--- src/rtl/mips_cpu_load_extend.sv ---
// Load-data alignment/extension unit: one memory read per request, lane select, sign/zero extend.
// Optional LWL/LWR merge support is compiled in when MIPS_CPU_LOAD_LWLR_EN is defined.
module mips_cpu_load_extend #(
    parameter  int DATA_WIDTH = 32,
    parameter  int MAX_WAIT   = 255,
    localparam int OFFSET_W   = $clog2(DATA_WIDTH / 8)
) (
    input  logic                  clk,
    input  logic                  reset,
    input  logic                  req_valid,
    output logic                  req_ready,
    input  logic [2:0]            req_mode,
    input  logic [OFFSET_W-1:0]   req_offset,
    input  logic [31:0]           req_rt,
    output logic                  mem_read,
    input  logic                  mem_waitrequest,
    input  logic [DATA_WIDTH-1:0] mem_readdata,
    output logic                  res_valid,
    input  logic                  res_ready,
    output logic [31:0]           res_data,
    output logic                  res_error
);

    typedef enum logic [1:0] {
        S_IDLE,
        S_WAIT,
        S_RESP
    } state_e;

    typedef enum logic [2:0] {
        M_LB  = 3'b000,
        M_LBU = 3'b001,
        M_LH  = 3'b010,
        M_LHU = 3'b011,
        M_LW  = 3'b100,
        M_LWL = 3'b101,
        M_LWR = 3'b110,
        M_RSV = 3'b111
    } mode_e;

    state_e              state_q, state_d;
    mode_e               mode_q, mode_d;
    logic [OFFSET_W-1:0] off_q, off_d;
    logic [7:0]          cnt_q, cnt_d;
    logic [31:0]         data_q, data_d;
    logic                err_q, err_d;
    logic                req_illegal;
    logic [OFFSET_W-1:0] word_off;
    logic [7:0]          byte_lane;
    logic [15:0]         half_lane;
    logic [31:0]         word_lane;
    logic [31:0]         load_data;

`ifdef MIPS_CPU_LOAD_LWLR_EN
    logic [31:0]         rt_q, rt_d;
`endif

    // NOTE: every always_comb output gets a default first so no path infers a latch.
    always_comb begin
        req_illegal = 1'b0;
        case (mode_e'(req_mode))
            M_LH, M_LHU: req_illegal = req_offset[0];
            M_LW:        req_illegal = (req_offset[1:0] != 2'b00);
`ifdef MIPS_CPU_LOAD_LWLR_EN
            M_LWL, M_LWR: req_illegal = 1'b0;
`else
            M_LWL, M_LWR: req_illegal = 1'b1;
`endif
            M_RSV:       req_illegal = 1'b1;
            default:     req_illegal = 1'b0;
        endcase
    end

    // Byte/half lanes start at the byte offset; the word lane uses the 32-bit aligned slot.
    assign word_off  = off_q & ~OFFSET_W'(3);
    assign byte_lane = mem_readdata[{off_q, 3'b000} +: 8];
    assign half_lane = mem_readdata[{off_q, 3'b000} +: 16];
    assign word_lane = mem_readdata[{word_off, 3'b000} +: 32];

    always_comb begin
        load_data = 32'h0;
        case (mode_q)
            M_LB:  load_data = {{24{byte_lane[7]}}, byte_lane};
            M_LBU: load_data = {24'h0, byte_lane};
            M_LH:  load_data = {{16{half_lane[15]}}, half_lane};
            M_LHU: load_data = {16'h0, half_lane};
            M_LW:  load_data = word_lane;
`ifdef MIPS_CPU_LOAD_LWLR_EN
            M_LWL: begin
                case (off_q[1:0])
                    2'd0:    load_data = {word_lane[7:0],  rt_q[23:0]};
                    2'd1:    load_data = {word_lane[15:0], rt_q[15:0]};
                    2'd2:    load_data = {word_lane[23:0], rt_q[7:0]};
                    default: load_data = word_lane;
                endcase
            end
            M_LWR: begin
                case (off_q[1:0])
                    2'd0:    load_data = word_lane;
                    2'd1:    load_data = {rt_q[31:24], word_lane[31:8]};
                    2'd2:    load_data = {rt_q[31:16], word_lane[31:16]};
                    default: load_data = {rt_q[31:8],  word_lane[31:24]};
                endcase
            end
`endif
            default: load_data = 32'h0;
        endcase
    end

    always_comb begin
        state_d = state_q;
        mode_d  = mode_q;
        off_d   = off_q;
        cnt_d   = cnt_q;
        data_d  = data_q;
        err_d   = err_q;
`ifdef MIPS_CPU_LOAD_LWLR_EN
        rt_d    = rt_q;
`endif
        case (state_q)
            S_IDLE: begin
                if (req_valid) begin
                    if (req_illegal) begin
                        state_d = S_RESP;
                        data_d  = 32'h0;
                        err_d   = 1'b1;
                    end else begin
                        state_d = S_WAIT;
                        mode_d  = mode_e'(req_mode);
                        off_d   = req_offset;
                        cnt_d   = 8'd0;
`ifdef MIPS_CPU_LOAD_LWLR_EN
                        rt_d    = req_rt;
`endif
                    end
                end
            end
            S_WAIT: begin
                if (!mem_waitrequest) begin
                    state_d = S_RESP;
                    data_d  = load_data;
                    err_d   = 1'b0;
                end else begin
                    cnt_d = cnt_q + 8'd1;
                    if (cnt_q + 8'd1 == 8'(MAX_WAIT)) begin
                        state_d = S_RESP;
                        data_d  = 32'h0;
                        err_d   = 1'b1;
                    end
                end
            end
            S_RESP: begin
                if (res_ready) state_d = S_IDLE;
            end
            default: state_d = S_IDLE;
        endcase
    end

    // NOTE: sequential state uses non-blocking assignments so all registers update together.
    always_ff @(posedge clk) begin
        if (reset) begin
            state_q <= S_IDLE;
            mode_q  <= M_LB;
            off_q   <= '0;
            cnt_q   <= 8'd0;
            data_q  <= 32'h0;
            err_q   <= 1'b0;
`ifdef MIPS_CPU_LOAD_LWLR_EN
            rt_q    <= 32'h0;
`endif
        end else begin
            state_q <= state_d;
            mode_q  <= mode_d;
            off_q   <= off_d;
            cnt_q   <= cnt_d;
            data_q  <= data_d;
            err_q   <= err_d;
`ifdef MIPS_CPU_LOAD_LWLR_EN
            rt_q    <= rt_d;
`endif
        end
    end

    // req_rt is only consumed by the merge logic.
`ifndef MIPS_CPU_LOAD_LWLR_EN
    logic unused_rt;
    assign unused_rt = ^req_rt;
`endif

    assign req_ready = (state_q == S_IDLE);
    assign mem_read  = (state_q == S_WAIT);
    assign res_valid = (state_q == S_RESP);
    assign res_data  = data_q;
    assign res_error = err_q;

endmodule
--- config.mk ---
export PLATFORM = sky130hd
export DESIGN_NAME = mips_cpu_load_extend
export DESIGN_NICKNAME = d
export VERILOG_FILES = /design/src/rtl/mips_cpu_load_extend.sv
export SDC_FILE = /design/constraint.sdc
export NUM_CORES = 1
export LEC_CHECK = 0
export CAP_MARGIN = 20
export CELL_PAD_IN_SITES_DETAIL_PLACEMENT = 0
export CELL_PAD_IN_SITES_GLOBAL_PLACEMENT = 1
export CORE_MARGIN = 1.5
export CORE_UTILIZATION = 31
export DETAILED_ROUTE_END_ITERATION = 10
export GPL_TIMING_DRIVEN = 0
export PLACE_DENSITY_LB_ADDON = 0.1
export REMOVE_ABC_BUFFERS = 1
export SLEW_MARGIN = 25
export SYNTH_ARGS = -nofsm -noshare
export SYNTH_HDL_FRONTEND = slang
export SYNTH_SLANG_ARGS = --single-unit
--- constraint.sdc ---
create_clock -name clk -period 2.2 [get_ports clk]
set_clock_uncertainty 0.05 [all_clocks]
set_input_delay 0.33 -clock clk [delete_from_list [all_inputs] [get_ports clk]]
set_output_delay 0.33 -clock clk [all_outputs]
set_load 0.05 [all_outputs]
* After elaboration in Yosys (flattened, before gate mapping)
Cells that the tools add are included.
Cells by class: bitwise operators 1, eq/ne operators 19, $mul 0, magnitude comparators 0, reduce and logical (&&, ||, !) cells 10, div/mod/pow operators 0, multiplexer cells 22, shift operators 2, $add $sub $neg 1
Operator list (count):
- $pmux W32 S5 | 1
- $mux W32 | 4
- $pmux W32 S2 | 1
- $shiftx A32 B6 Y16 | 1
- $shiftx A32 B6 Y8 | 1
- $mux W8 | 3
- $pmux W8 S2 | 1
- $eq A3 B3 Y1 const B | 5
- $eq A3 B2 Y1 const B | 4
- $mux W2 | 5
- $add A8 B1 Y8 const B | 1
- $eq A8 B8 Y1 const B | 1
- $reduce_and A4 Y1 | 2
- $ne A2 B1 Y1 const B | 3
- $pmux W2 S3 | 1
- $reduce_and A3 Y1 | 2
- $mux W1 | 4
- $ne A2 B2 Y1 const B | 2
- $reduce_bool A2 Y1 | 2
- $eq A3 B1 Y1 const B | 1
- $logic_not A3 Y1 | 1
- $ne A3 B2 Y1 const B | 1
- $pmux W1 S3 | 1
- $reduce_or A3 Y1 | 1
- 6 further kinds | 6
Storage, ports and cells: logic and storage cells 61, memory bits (writable) 0, register bits 48, output and inout bits 36, memories 0, input bits 74, ROM bits 0, latch bits 0

* Logic depth before layout (Yosys ltp)
depth in word-level cells 6, depth in mapped cells 8, mapped depth without buffers 7

* Least setup slack after synthesis
Ideal clock, no wire load.
path type register to register, from reg cnt_q[1], to reg data_q[21], in the netlist res_data[21], period minus slack after synthesis 2036 ps, arrival 1849 ps, stages on the path, launching flop included 9, library setup time 138 ps, required time 2012 ps, slack 164 ps, path through dfxtp_1 > ha_1 > and3_1 > clkbuf_1 > mux2i_1 > o221ai_1 > nand2_1 > clkbuf_1 > o221ai_1
On the way: word-level cells in the longest chain between the ends 4
RTL lines:
- start, declared | line 44 | logic [7:0] cnt_q, cnt_d;
- start signal, assigned | line 175 | cnt_q <= cnt_d;
- $add A8 B1 Y8 | line 145 | if (cnt_q + 8'd1 == 8'(MAX_WAIT)) begin
- $eq A8 B8 Y1 | line 145
- $ne A3 B2 Y1 (no source line)
- $reduce_and A4 Y1 (no source line)
- end signal, assigned | line 176 | data_q <= data_d;
- end, declared | line 45 | logic [31:0] data_q, data_d;
Every way passes these cells. A chain may end at the register's enable or synchronous reset.

* Final worst setup path
from reg state_q[1], to out mem_read
On the way: word-level cells in the longest chain between the ends 1
RTL lines:
- start, declared | line 41 | state_e state_q, state_d;
- start signal, assigned | line 172 | state_q <= state_d;
- $eq A2 B1 Y1 | line 191 | assign mem_read = (state_q == S_WAIT);
- end, declared | line 15 | output logic mem_read,
Every way passes these cells.

==> impl_metrics.tcl <==
set metrics [dict create \
    status "finished, final reports clean" \
    hold_class "reg2reg" \
    yosysSeqAreaShare_pct 34.03 \
    io_buffers 77 \
    nets 479 \
    clock_sinks 48 \
    die-area_um2 9691 \
    muxShareOfSynthArea_pct 5.361 \
    synth_fa_ha_area_share_pct 0.8861 \
    core_um2 8763 \
    ys_ff_latch 48 \
    synth_xor_area_share_pct 0 \
    dr.pass1.iters 4 \
    synth_edf_count 0 \
    pin_count 110 \
    wire_per_inst_um 18.00 \
    cp.required_ns 1.82 \
    drt_iter0_markers 163 \
    die_y_um 98.45 \
    nFillCells 881 \
    ys_types 49 \
    synth_async_sr_flop_share_pct 0 \
    yosys_warnings 0 \
    grt_util_all_layers_pct 18.84 \
    ant_nets 0 \
    clk_latency_ns 0.31 \
    setup.worst_path.start_class "flip-flop" \
    cts.path.max_buffers 2 \
    pre_cts_slack_ns -1.453 \
    grt_overflow_total 0 \
    drive_gt1_share_pct 12.62 \
    synth_top_family_by_area "compound AO/OA/AOI/OAI gates" \
    syn_inst 340 \
    powerDensity_nw_per_um2 551.2 \
    gp_congestion 0.7774 \
    dp_cells 496 \
    critPathCaptureType "output port" \
    rsz0062_at_grt "false" \
    antenna_found_initial 0 \
    syn_avg_cell_area_um2 8.306 \
    critical_path_class "reg2out" \
    clk_pin_slew_worst_paths_ns 0.10 \
    min_period_ns 2.088 \
    setup_viol 0 \
    grt_pass1_wl_um 14760 \
    die_w_um 98.45 \
    ir_drop_v 0.0002823 \
    synth_area_um2 2824 \
    critPathArrivalTime_ns 1.71 \
    cts_max_level 2 \
    slew_headroom_pct 51.11 \
    final_cells 512 \
    area_growth_syn_to_layout_pct 38.77 \
    synth_compound_area_share_pct 31.63 \
    num_rows 34 \
    finalHoldViolCount 0 \
    grt_pass1_vias 2802 \
    drc 0 \
    n_antenna_cell 0 \
    vias_per_cell 5.646 \
    cp_max_fo 12 \
    hold_buffers 0 \
    start_util_pct 32.22 \
    max_freq_mhz 478.9 \
    ys.flop_type "dfxtp_1" \
    cts_buffers 5 \
    fin_ws_ns 0.1120 \
    cts_tree "built" \
    synth-simple-area-share_pct 22.73 \
    worst_slew_pin_slew_ns 0.7333 \
    finalCritPeriodShare_pct 94.91 \
    place_hpwl_um 5801 \
    power_leakage_nw 1.264 \
    slew_viol_final 0 \
    totalWireLength_um 9215 \
    cts_root_buf "clkbuf_8" \
    vias 2891 \
    maxCapViolations 0 \
    grt_max_degree 52 \
]
## power breakdown
part | switching [mW] | leakage, nW | internal (mW) | total (mW)
clock network | 0.322 | 0.0614 | 0.372 | 0.694
registers | 0.0379 | 0.390 | 0.891 | 0.929
logic | 0.307 | 0.813 | 0.230 | 0.537
## registers in the layout (all words and copies together), names as in the netlist
signal,count
res_data,32
cnt_q,8
mode_q,3
off_q,2
state_q,2
res_error,1
## final timing paths
path	slack, ns	cells after the start	to	startpoint
hold reg to reg	0.47	2	cnt_q[7]$_SDFFE_PP0P_	cnt_q[7]$_SDFFE_PP0P_
setup reg to reg	0.17	6	res_data[2]$_SDFFE_PP0P_	mode_q[1]$_SDFFE_PP0P_
hold / removal	0.47	2	cnt_q[7]$_SDFFE_PP0P_	cnt_q[7]$_SDFFE_PP0P_
setup / recovery	0.11	3	mem_read	state_q[1]$_SDFFE_PP0P_
## per-layer routing
metal / wire length (um) / track usage, % / vias to the layer above
met5: 0 / 0 / -
met4: 40 / 4.117 / 0
met3: 459 / 3.333 / 2
met2: 4132 / 29.24 / 90
met1: 4582 / 27.35 / 1378
li1: - / - / 1421
## cell type report
cell class | instances | area [um^2] | share of cell area, %
multi-input combinational | 259 | 1804 | 46.04
sequential | 48 | 968.4 | 24.71
timing repair buffer | 84 | 865.8 | 22.09
tap | 108 | 135.1 | 3.448
clock buffer | 6 | 82.58 | 2.107
clock inverter | 2 | 38.79 | 0.9898
inverter | 5 | 23.77 | 0.6066
## worst max-delay path, cell delays in order, from the launching register on
cell           delay (ns)
dfxtp_1              0.41
nand2b_2             0.36
inv_2                0.10
dlygate4sd2_1        0.53
## cell families after synthesis
group | count (synthesis)
adders and majority gates | 2
DFF | 48
buffers and inverters | 35
muxes | 15
AOI/OAI and AO/OA | 111
and+or+nand+nor | 129
## placed cells by master (no fill, tap or decap), types with 3 or more instances in the layout
master / instances
dfxtp_2: 3
a211oi_2: 7
nand2b_1: 4
nand3b_1: 5
nor2b_1: 3
o2bb2ai_1: 13
nor2_1: 33
o21ai_1: 4
dlygate4sd2_1: 3
buf_12: 3
o21a_1: 4
a211oi_1: 9
clkbuf_8: 6
nand3_1: 27
buf_4: 3
nor3_1: 4
o221ai_1: 24
clkdlybuf4s50_1: 73
nand2_1: 29
dfxtp_1: 44
a22o_1: 7
mux2i_1: 14
a21oi_1: 27
## through the flow
stage                     hold WS (ns)  power, mW  instance area, um^2  util [%]  TNS [ns]
final                           0.4674      2.160                 3919     44.72         0
after global routing            0.4916      2.265                 3919     44.72         0
after CTS                       0.4674      2.160                 3846     43.89         0
after floorplan                 0.3446      1.213                 2691         -   -0.1241
after global placement          0.4402      1.424                 3597     41.05    -43.24
after detailed placement        0.4449      1.428                 3621     41.32    -40.94
## cell usage after synthesis, drive strengths merged, types with 7 or more instances
cell type / instances / area (um^2)
mux2i: 14 / 140.1
clkbuf: 18 / 67.56
nand2: 30 / 112.6
o221ai: 25 / 219.0
o2bb2ai: 13 / 113.9
nor2: 33 / 123.9
nand3: 27 / 135.1
buf: 12 / 65.06
dfxtp: 48 / 960.9
a21oi: 27 / 135.1
a22o: 7 / 61.31
a211oi: 17 / 167.7
## repair_timing
item,4_1_cts,5_1_grt
pin swaps,2,4
endpoints found under the hold margin,0,0
setup endpoints to repair,38,34
gates cloned,1,1
buffers inserted,3,3
resized for setup,20,8
Note: power is estimated with default switching activity, not from simulation.
